`src/rtl/debug_dump_tx.sv`:
```
// Debug snapshot transmitter: HEADER, PC, register file, data memory over a byte link.
// Optional trailing XOR checksum byte when DUMP_CHECKSUM_EN is defined.
module debug_dump_tx #(
    parameter int         NUM_REGS = 32,
    parameter int         NUM_DM   = 32,
    parameter int         ADDR_W   = 5,
    parameter logic [7:0] HEADER   = 8'hA5
) (
    input  logic              CLK,
    input  logic              RESET,
    input  logic              START,
    input  logic [31:0]       PC,
    output logic [ADDR_W-1:0] RF_ADDR,
    input  logic [31:0]       RF_DATA,
    output logic [ADDR_W-1:0] DM_ADDR,
    input  logic [31:0]       DM_DATA,
    output logic [7:0]        TX_DATA,
    output logic              TX_VALID,
    input  logic              TX_READY,
    output logic              BUSY,
    output logic              DONE
);

    typedef enum logic [2:0] {
        S_IDLE,
        S_HDR,
        S_PCW,
        S_REGW,
        S_MEMW,
`ifdef DUMP_CHECKSUM_EN
        S_CSUM,
`endif
        S_FIN
    } state_t;

    localparam logic [ADDR_W-1:0] REG_LAST = ADDR_W'(NUM_REGS - 1);
    localparam logic [ADDR_W-1:0] DM_LAST  = ADDR_W'(NUM_DM - 1);

    state_t            state, state_d;
    logic [7:0]        tx_data, tx_data_d;
    logic              tx_valid, tx_valid_d;
    logic              busy, busy_d;
    logic              done, done_d;
    logic [ADDR_W-1:0] rf_addr, rf_addr_d;
    logic [ADDR_W-1:0] dm_addr, dm_addr_d;
    logic [ADDR_W-1:0] word_idx, word_idx_d;
    logic [31:0]       pc_q, pc_d;
    logic [31:0]       shreg, shreg_d;
    logic [1:0]        byte_cnt, byte_cnt_d;
`ifdef DUMP_CHECKSUM_EN
    logic [7:0]        csum, csum_d;
`endif

    logic        xfer;
    logic        last_byte;
    logic        ld;
    logic        sh;
    logic        fin;
    logic [31:0] ld_word;

    assign xfer      = tx_valid & TX_READY;
    assign last_byte = (byte_cnt == 2'd3);

    always_ff @(posedge CLK) begin
        if (!RESET) begin
            state <= S_IDLE;
        end else begin
            state <= state_d;
        end
    end

    // Addresses run one word ahead of the shift register so the next
    // word is already on RF_DATA/DM_DATA when the current one finishes.
    always_comb begin
        state_d    = state;
        busy_d     = busy;
        done_d     = 1'b0;
        rf_addr_d  = rf_addr;
        dm_addr_d  = dm_addr;
        word_idx_d = word_idx;
        pc_d       = pc_q;
        ld         = 1'b0;
        sh         = 1'b0;
        fin        = 1'b0;
        ld_word    = 32'h0;
`ifdef DUMP_CHECKSUM_EN
        csum_d     = csum;
`endif
        unique case (state)
            S_IDLE: begin
                if (START) begin
                    state_d    = S_HDR;
                    pc_d       = PC;
                    busy_d     = 1'b1;
                    word_idx_d = '0;
`ifdef DUMP_CHECKSUM_EN
                    csum_d     = 8'h00;
`endif
                end
            end
            S_HDR: begin
                if (xfer) begin
                    state_d = S_PCW;
                    ld      = 1'b1;
                    ld_word = pc_q;
                end
            end
            S_PCW: begin
                if (xfer && last_byte) begin
                    state_d    = S_REGW;
                    ld         = 1'b1;
                    ld_word    = RF_DATA;
                    word_idx_d = '0;
                    if (rf_addr != REG_LAST) begin
                        rf_addr_d = rf_addr + 1'b1;
                    end
                end else if (xfer) begin
                    sh = 1'b1;
                end
            end
            S_REGW: begin
                if (xfer && last_byte) begin
                    ld = 1'b1;
                    if (word_idx == REG_LAST) begin
                        state_d    = S_MEMW;
                        ld_word    = DM_DATA;
                        word_idx_d = '0;
                        if (dm_addr != DM_LAST) begin
                            dm_addr_d = dm_addr + 1'b1;
                        end
                    end else begin
                        ld_word    = RF_DATA;
                        word_idx_d = word_idx + 1'b1;
                        if (rf_addr != REG_LAST) begin
                            rf_addr_d = rf_addr + 1'b1;
                        end
                    end
                end else if (xfer) begin
                    sh = 1'b1;
                end
            end
            S_MEMW: begin
                if (xfer && last_byte) begin
                    if (word_idx == DM_LAST) begin
`ifdef DUMP_CHECKSUM_EN
                        state_d = S_CSUM;
`else
                        fin     = 1'b1;
`endif
                    end else begin
                        ld         = 1'b1;
                        ld_word    = DM_DATA;
                        word_idx_d = word_idx + 1'b1;
                        if (dm_addr != DM_LAST) begin
                            dm_addr_d = dm_addr + 1'b1;
                        end
                    end
                end else if (xfer) begin
                    sh = 1'b1;
                end
            end
`ifdef DUMP_CHECKSUM_EN
            S_CSUM: begin
                if (xfer) begin
                    fin = 1'b1;
                end
            end
`endif
            S_FIN: begin
                state_d = S_IDLE;
            end
            default: begin
                state_d = S_IDLE;
            end
        endcase

        if (fin) begin
            state_d   = S_FIN;
            busy_d    = 1'b0;
            done_d    = 1'b1;
            rf_addr_d = '0;
            dm_addr_d = '0;
        end
    end

    // Byte datapath: load, shift, or hold the presented byte.
    always_comb begin
        tx_data_d  = tx_data;
        tx_valid_d = tx_valid;
        shreg_d    = shreg;
        byte_cnt_d = byte_cnt;
        if (state == S_IDLE && START) begin
            tx_data_d  = HEADER;
            tx_valid_d = 1'b1;
        end
        if (ld) begin
            shreg_d    = ld_word;
            tx_data_d  = ld_word[31:24];
            byte_cnt_d = 2'd0;
        end else if (sh) begin
            shreg_d    = {shreg[23:0], 8'h00};
            tx_data_d  = shreg[23:16];
            byte_cnt_d = byte_cnt + 2'd1;
        end
`ifdef DUMP_CHECKSUM_EN
        if (state == S_MEMW && state_d == S_CSUM) begin
            tx_data_d = csum ^ tx_data;
        end
`endif
        if (fin) begin
            tx_valid_d = 1'b0;
        end
    end

`ifdef DUMP_CHECKSUM_EN
    logic payload_xfer;
    logic [7:0] csum_acc;

    assign payload_xfer = xfer && (state == S_PCW ||
                                   state == S_REGW ||
                                   state == S_MEMW);
    assign csum_acc = payload_xfer ? (csum_d ^ tx_data) : csum_d;
`endif

    always_ff @(posedge CLK) begin
        if (!RESET) begin
            tx_data  <= 8'h00;
            tx_valid <= 1'b0;
            busy     <= 1'b0;
            done     <= 1'b0;
            rf_addr  <= '0;
            dm_addr  <= '0;
            word_idx <= '0;
            pc_q     <= 32'h0;
            shreg    <= 32'h0;
            byte_cnt <= 2'd0;
`ifdef DUMP_CHECKSUM_EN
            csum     <= 8'h00;
`endif
        end else begin
            tx_data  <= tx_data_d;
            tx_valid <= tx_valid_d;
            busy     <= busy_d;
            done     <= done_d;
            rf_addr  <= rf_addr_d;
            dm_addr  <= dm_addr_d;
            word_idx <= word_idx_d;
            pc_q     <= pc_d;
            shreg    <= shreg_d;
            byte_cnt <= byte_cnt_d;
`ifdef DUMP_CHECKSUM_EN
            csum     <= csum_acc;
`endif
        end
    end

    assign TX_DATA  = tx_data;
    assign TX_VALID = tx_valid;
    assign BUSY     = busy;
    assign DONE     = done;
    assign RF_ADDR  = rf_addr;
    assign DM_ADDR  = dm_addr;

endmodule

```
`config.mk`:
```
export PLATFORM = sky130hd
export DESIGN_NAME = debug_dump_tx
export DESIGN_NICKNAME = d
export VERILOG_FILES = /design/src/rtl/debug_dump_tx.sv
export SDC_FILE = /design/constraint.sdc
export NUM_CORES = 1
export LEC_CHECK = 0
export ABC_AREA = 1
export BUFFER_PORTS_ARGS = -buffer_cell sky130_fd_sc_hd__buf_2
export CAP_MARGIN = 5
export CORE_MARGIN = 5
export CORE_UTILIZATION = 54
export CTS_CLUSTER_DIAMETER = 80
export CTS_CLUSTER_SIZE = 28
export DETAILED_ROUTE_END_ITERATION = 8
export GPL_ROUTABILITY_DRIVEN = 1
export GPL_TIMING_DRIVEN = 0
export PLACE_DENSITY = 0.86
export SKIP_LAST_GASP = 1
export SYNTH_ARGS = -nofsm -noshare
export SYNTH_HDL_FRONTEND = slang
export SYNTH_SLANG_ARGS = --single-unit
```
`constraint.sdc`:
```
create_clock -name CLK -period 2.7 [get_ports CLK]
set_input_delay 0.27 -clock CLK [delete_from_list [all_inputs] [get_ports CLK]]
set_output_delay 0.27 -clock CLK [all_outputs]
set_load 0.01 [all_outputs]
```
==> flow_summary.ini, run 1 <==
[routing]
wl_per_cell_um = 13.92
drt-pass1-iter-count = 5
post-route-drc-count = 0
vias = 5236
routed_wl_um = 14060
initialDrtViolationCount = 270
vias_per_cell = 5.184
drtAntennaViolNets = 0

[floorplan]
die_h_um = 104.8
fp.dieArea_um2 = 10990
initial_core_util_pct = 55.41
die_x_um = 104.8
rows = 34
io_pins = 121
core_um2 = 8763

[setup_path]
crit_top_cell = nand2_1
cp_top_family = buffers and inverters
crit_slowest_cell = dfxtp_1
arrival_ns = 2.78
ff2ff_path_depth = 12
cp_num_cells = 12
cp_num_buf_inv = 3
critPathCaptureType = flip-flop
crit_chain = ha_1 -> nand2_1 -> nor2_1 -> ha_1 -> buf_2 -> clkinv_1 -> o21ai_1 -> buf_4 -> nand2_1 -> nand3_1 -> nand2_1 -> nand2_1
worstSetupPathType = reg2reg
crit_fanout = 10
critPathLaunchType = flip-flop
slowest_delay_ns = 0.43
critPathRequiredTime_ns = 3.01

[synthesis]
synth_area_leaders = dfxtp_1, nand2_1, nor2_1, nand3_1, a21oi_1
synth_cell_types = 36
synth_top_area_share_pct = 35.45
synthFlopType = dfxtp_1
synth_cells = 768
yosysMostFrequentCell = nand2_1
synthesis.nets = 876
syn_area_um2 = 4856
synthArstFlopShare_pct = 0
ys_ff_latch = 86
yosysWarningCount = 0
yosys.area.top_type = dfxtp_1
synth_edf_count = 0
avgSynthCellArea_um2 = 6.323
synth_common_cells = nand2_1, dfxtp_1, nor2_1
yosysSeqAreaShare_pct = 35.45

[timing]
tightestPinTransition_ns = 0.5435
fmax_mhz = 405.3
final.setup.tns_ns = 0
whs_ns = 0.1828
slew_headroom_pct = 63.77
report.final.slew_viol_count = 0
fin_ws_ns = 0.2326
finClkSkew_ns = 0.01365
setup_violations = 0
hold_violations = 0
fin_crit_ns = 2.467
rsz0062_at_grt = false
min_period_over_period_pct = 91.39

[global_route]
gr-total-overflow = 0
grt_pass1_wl_um = 22760
antenna_found_initial = 0
grt_max_degree = 16
grt_pass1_vias = 4847
grt_use_total_pct = 24.99

[final_layout]
n_fill_cell = 855
final_nets = 1006
utilization_pct = 65.96
antennaDiodeCount = 0
drive_gt1_share_pct = 20.51
syn_to_final_growth_pct = 19.04

[clock_network]
clockRootBuffer = clkbuf_8
cts_tree = yes
clockBufferDepth = 2
cts_htree_levels = 3
cts-resized-gates = 0
clkTransAtPathRegs_ns = 0.10
cts_buffers = 9
cts.sinks = 86
holdBufCountCts = 0
clock_latency_ns = 0.36
cts_setup_buffers = 0

[pwr]
vdd_ir_drop_max_mv = 0.4039
clkPwrFrac_pct = 24.4
power_density_nw_per_um2 = 656.3
switching_share_pct = 37.98
p_leak_nw = 2.871
power.switching_mw = 1.441
cell_internal_pwr_mw = 2.353
p_comb_share_pct = 32.2
seq_power_share_pct = 43.4

[place]
place_hpwl_um = 11050
dp_slack_ns = 0.3126
place.gp.congestion = 0.9743
io_buffer_count = 119

[min_path]
hold_path_depth = 3
hold_class = in2reg

[run_status]
status = completed

[run]
drv_cap = 0
-- layout by cell type (no fill, tap or decap), types with 2 or more instances in the layout --
cell type,n
nor2_1,85
inv_1,66
ha_1,8
clkbuf_8,9
buf_6,3
o21ai_0,44
nor2_4,3
buf_2,135
o211ai_1,10
nand2_2,3
dfxtp_1,86
clkinvlp_4,2
buf_4,7
nor2_2,5
nand4_1,16
or2_2,2
clkbuf_1,11
inv_2,5
buf_1,3
nand3_2,2
xor2_1,5
or2_0,2
a21oi_1,59
nand2_1,251
nand3_1,63
-- layout make-up --
type                            instances  area (um^2)  area share (%)
Sequential cell                        86         1722           29.78
Buffer                                 40        219.0           3.788
Inverter                               72        270.3           4.675
Clock buffer                            9        123.9           2.143
Timing Repair Buffer                  119        595.6           10.30
Clock inverter                          6        70.07           1.212
Multi-Input combinational cell        570         2645           45.76
Tap cell                              108        135.1           2.338
-- kinds of logic (layout without fill, tap and decap cells) --
family                     Yosys count  in the layout  synth area share (%)
DFF                                 86             86                 35.45
adders and majority gates            8              8                 2.061
buffers and inverters              112            246                 10.07
and+or+nand+nor                    439            439                 38.55
xor gates and xnor gates             6              6                 1.082
AOI/OAI and AO/OA                  117            117                 12.78
-- sequential cells by signal, summed over array words and instances, names as in the netlist --
| signal | cells |
|---|---|
| DONE | 1 |
| shreg | 24 |
| DM_ADDR | 5 |
| RF_ADDR | 5 |
| TX_VALID | 1 |
| pc_q | 32 |
| byte_cnt | 2 |
| state | 3 |
| word_idx | 5 |
| TX_DATA | 8 |
-- metrics by stage --
stage | power [mW] | instances | cell area, um^2
3_5_place_dp | 2.876 | 995 | 5587
3_3_place_gp | 2.850 | 995 | 5587
6_report | 3.794 | 1010 | 5781
2_1_floorplan | 2.512 | 768 | 4856
5_1_grt | 4.041 | 1010 | 5781
4_1_cts | 3.785 | 1010 | 5781
-- worst paths after layout --
path,from,to,slack (ns)
min,PC[0],pc_q[0],0.18
max reg2reg,word_idx[0],shreg[21],0.23
max,word_idx[0],shreg[21],0.23
min reg2reg,pc_q[13],pc_q[13],0.45
-- tightest hold or removal path: stages --
cell and delay, ns:
buf_2 0.07, o21ai_0 0.07, a21oi_1 0.10
-- power groups by stage --
stage	registers (mW)	logic, mW	clock network [mW]
after floorplan	1.65	0.860	0
after global placement	1.66	1.19	0
after detailed placement	1.67	1.20	0
after CTS	1.64	1.21	0.933
after global routing	1.67	1.39	0.979
final	1.65	1.22	0.925
-- per-layer routing --
metal / track usage (%) / vias to the layer above / part of all wire (%)
met5: 0 / - / 0
met4: 9.224 / 0 / 2.1
li1: - / 2703 / -
met3: 4.809 / 25 / 7.3
met1: 34.51 / 2319 / 46
met2: 38.80 / 189 / 45
Power figures use the tool's default switching activity.
==> inputs of run 2 (changes only) <==
Settings changed: CORE_UTILIZATION 54 to 58, PLACE_DENSITY 0.86 to 0.91.
Clock period 2.7 ns to 3.15 ns, I/O delays scaled along.
==> flow_summary.ini, run 2 (synthesized netlist as in run 1, its figures left out) <==
[pwr]
power_density_nw_per_um2 = 574.4
clkPwrFrac_pct = 25.6
seq_power_share_pct = 42.5
vdd_ir_drop_max_mv = 0.3449
switching_share_pct = 37.96
power.switching_mw = 1.264
p_comb_share_pct = 31.9
p_leak_nw = 2.882
cell_internal_pwr_mw = 2.067

[timing]
whs_ns = 0.2171
min_period_over_period_pct = 81.08
fin_ws_ns = 0.5961
fin_crit_ns = 2.554
report.final.slew_viol_count = 0
hold_violations = 0
rsz0062_at_grt = false
tightestPinTransition_ns = 0.6365
slew_headroom_pct = 57.57
setup_violations = 0
final.setup.tns_ns = 0
finClkSkew_ns = 0.01070
fmax_mhz = 391.6

[final_layout]
antennaDiodeCount = 0
layout_commonest_cell = nand2_1
regMostFlops = pc_q
syn_to_final_growth_pct = 19.43
drive_gt1_share_pct = 20.60
fin_cells = 1008
largest_reg_flops = 32
layout_common_cells = nand2_1, buf_2, dfxtp_1
final_nets = 1006
utilization_pct = 70.94

[routing]
initialDrtViolationCount = 383
vias = 5410
post-route-drc-count = 0
routed_wl_um = 14230
drtAntennaViolNets = 0
wl_per_cell_um = 14.11
drt-pass1-iter-count = 5
vias_per_cell = 5.367

[global_route]
grt_pass1_vias = 4864
grt_use_total_pct = 27.53
grt_pass1_wl_um = 22560
gr-total-overflow = 0
met2_usage_pct = 43.86
antenna_found_initial = 0
grtUsageMet1_pct = 37.67
grt_max_degree = 16
grt-busiest-layer = met2
use_met3_pct = 4.614

[setup_path]
critPathLaunchType = flip-flop
critPathCaptureType = flip-flop
worstSetupPathType = reg2reg
arrival_ns = 2.88
crit_fanout = 10
critPathRequiredTime_ns = 3.47

[place]
io_buffer_count = 119
placedCellCount = 992
dp_slack_ns = 0.7374
place.gp.congestion = 0.9445
place_hpwl_um = 10950

[clock_network]
clockBufferDepth = 2
cts_tree = yes
clockRootBuffer = clkbuf_8
holdBufCountCts = 0
clock_latency_ns = 0.37
clkTransAtPathRegs_ns = 0.09
cts_setup_buffers = 0
cts.sinks = 86
cts_htree_levels = 3
cts_buffers = 9
cts-resized-gates = 0

[floorplan]
io_pins = 121
die_h_um = 101.5
core_um2 = 8175
fp.dieArea_um2 = 10300
initial_core_util_pct = 59.40
rows = 33
die_x_um = 101.5

[run_status]
status = completed

[min_path]
hold_class = in2reg

[run]
drv_cap = 0
-- run 2: cell types whose count changed in the layout (fill, tap and decap cells not counted), sizes merged --
cell / previous run / this run
clkbuf: 20 / 22
clkinv: 2 / 1
-- run 2: path summary, 6_finish.rpt --
path / from / end / slack (ns) / cells past startpoint
hold reg to reg: pc_q[2] / pc_q[2] / 0.45 / 2
setup reg to reg: word_idx[0] / shreg[6] / 0.60 / 12
hold / removal: PC[1] / pc_q[1] / 0.22 / 3
setup / recovery: word_idx[0] / shreg[6] / 0.60 / 12
-- run 2: layer usage --
| metal | wire length (um) | vias to the layer above | share of wire [%] |
|---|---|---|---|
| met5 | 0 | - | 0 |
| met4 | 363 | 0 | 2.6 |
| met3 | 1302 | 34 | 9.2 |
| met2 | 6442 | 245 | 45 |
| met1 | 6115 | 2428 | 43 |
| li1 | - | 2703 | - |
-- run 2: through the flow --
stage	power [mW]	area, um^2
6_report	3.331	5799
5_1_grt	3.526	5799
4_1_cts	3.306	5799
3_5_place_dp	2.477	5583
3_3_place_gp	2.444	5583
2_1_floorplan	2.153	4856
-- run 2: layout make-up --
class,count,area [um^2]
buffer,40,219.0
clock buffer,11,151.4
clock inverter,5,65.06
fill,733,2376
inverter,72,270.3
multi-input combinational,570,2645
sequential,86,1722
tap,105,131.4
timing repair buffer,119,595.6
-- run 2: critical path: stages (launching register included) --
cell and delay [ns]:
dfxtp_1 0.43, ha_1 0.22, nand2_1 0.06, nor2_1 0.17
ha_1 0.17, buf_2 0.22, clkinv_1 0.29, o21ai_1 0.38
buf_4 0.25, nand2_1 0.07, nand3_1 0.10, nand2_1 0.07
nand2_1 0.06
-- run 2: power groups by stage --
| stage | Clock (mW) | Sequential, mW | Combinational [mW] |
|---|---|---|---|
| finish | 0.853 | 1.42 | 1.06 |
| global route | 0.882 | 1.43 | 1.21 |
| CTS | 0.846 | 1.41 | 1.05 |
| detailed placement | 0 | 1.43 | 1.04 |
| global placement | 0 | 1.43 | 1.02 |
| floorplan | 0 | 1.42 | 0.737 |
==> inputs of run 3 (changes only) <==
Settings changed: CORE_UTILIZATION 58 to 49, PLACE_DENSITY 0.91 to 0.82.
Clock period 3.15 ns to 2.22 ns, I/O delays scaled along.
==> flow_summary.ini, run 3 (synthesized netlist as in run 1, its figures left out) <==
[global_route]
grt_pass1_wl_um = 22740
grt_max_degree = 16
grt_use_total_pct = 24.03
grt_pass1_vias = 4769
gr-total-overflow = 0
antenna_found_initial = 0

[final_layout]
layout_common_cells = nand2_1, buf_2, dfxtp_1
syn_to_final_growth_pct = 21.77
drive_gt1_share_pct = 21.81
regMostFlops = pc_q
antennaDiodeCount = 0
largest_reg_flops = 32
layout_commonest_cell = nand2_1
final_nets = 1011

[setup_path]
reg2reg_slack_ns = 0.07
critPathRequiredTime_ns = 2.47
arrival_ns = 2.39
critPathLaunchType = flip-flop
worstSetupPathType = reg2reg
critPathCaptureType = flip-flop
crit_fanout = 10

[run]
drv_cap = 0

[min_path]
hold_class = in2reg

[floorplan]
core_um2 = 9729
die_h_um = 109.6
initial_core_util_pct = 49.91
fp.dieArea_um2 = 12000
rows = 36
die_x_um = 109.6
io_pins = 121

[timing]
fin_crit_ns = 2.145
slew_headroom_pct = 62.90
rsz0062_at_grt = true
fmax_mhz = 466.1
whs_ns = 0.1471
setup_violations = 0
finClkSkew_ns = 0.01844
min_period_over_period_pct = 96.64
hold_violations = 0
report.final.slew_viol_count = 0
tightestPinTransition_ns = 0.5565

[pwr]
vdd_ir_drop_max_mv = 0.3891
power_mw = 4.664
power_density_nw_per_um2 = 788.8
p_leak_nw = 2.907

[clock_network]
clock_latency_ns = 0.36
clkTransAtPathRegs_ns = 0.10
cts.sinks = 86
cts_tree = yes
cts_htree_levels = 3
cts_buffers = 9
clockRootBuffer = clkbuf_8
holdBufCountCts = 0
clockBufferDepth = 2

[routing]
drtAntennaViolNets = 0
drt-pass1-iter-count = 8
initialDrtViolationCount = 494
vias_per_cell = 5.134
routed_wl_um = 14270
vias = 5344
post-route-drc-count = 0
wl_per_cell_um = 13.71

[place]
place.gp.congestion = 0.9871
io_buffer_count = 119
place_hpwl_um = 11130

[run_status]
status = completed
==> run 3: changes by cell type in the layout (fill, tap and decap cells not counted), moves of 2 or more <==
cell and change:
clkbuf_4 +2, clkbuf_8 -2, clkinv_4 +3, buf_6 +3, buf_4 +4, nor2_1 -2, buf_2 -3
==> run 3: power breakdown <==
part           total [mW]  internal, mW  leakage, nW  switching, mW
clock network        1.15         0.531       0.0984          0.614
registers            2.01          1.83        0.703          0.183
logic                1.51         0.518         2.11          0.988
total                4.66          2.88         2.91           1.79
==> run 3: timing repair <==
item | 4_1_cts | 5_1_grt
pin swaps | 1 | 1
setup endpoints to repair | 37 | 42
buffers inserted | 1 | 3
gates cloned | 0 | 1
gates resized for setup | 7 | 16
==> run 3: final cells by class <==
type | instances | area, um^2
Buffer | 40 | 244.0
Clock buffer | 10 | 127.6
Clock inverter | 6 | 71.32
Fill cell | 963 | 3816
Inverter | 72 | 275.3
Multi-Input combinational cell | 570 | 2675
Sequential cell | 86 | 1723
Tap cell | 133 | 166.4
Timing Repair Buffer | 124 | 630.6
==> run 3: stage by stage <==
step	TNS, ns	utilization [%]	instances	worst slack [ns]	instance area [um^2]
5_1_grt	-0.1102	60.78	1041	-0.03598	5913
2_1_floorplan	0	-	768	0.2270	4856
4_1_cts	0	60.04	1037	0.003908	5842
6_report	0	60.78	1041	0.07450	5913
3_3_place_gp	-3.919	57.74	1020	-0.1799	5618
3_5_place_dp	-5.001	57.74	1020	-0.2014	5618
==> run 3: worst paths after layout <==
kind / startpoint / endpoint / cells after the start
worst min register to register: pc_q[25] / pc_q[25] / 2
worst max register to register: word_idx[1] / shreg[16] / 13
worst max-delay path: word_idx[1] / shreg[16] / 13
worst min-delay path: PC[0] / pc_q[0] / 3
==> run 3: layer usage <==
layer	track usage [%]	vias up	part of all wire, %
met5	0	-	0
met2	37.10	215	46
met4	7.836	0	1.8
met3	4.228	19	8.3
met1	33.91	2386	44
li1	-	2724	-
==> run 3: worst max-delay path, stage by stage (launching register included) <==
cell and delay (ns):
dfxtp_1 0.39, ha_1 0.20, nand2_1 0.09, nor2_4 0.13, ha_4 0.17, inv_1 0.07
nand4_1 0.13, nor2_1 0.07, nor2_2 0.25, buf_4 0.17, nor2_2 0.04, buf_4 0.18
nand2_1 0.08, nand2_1 0.05
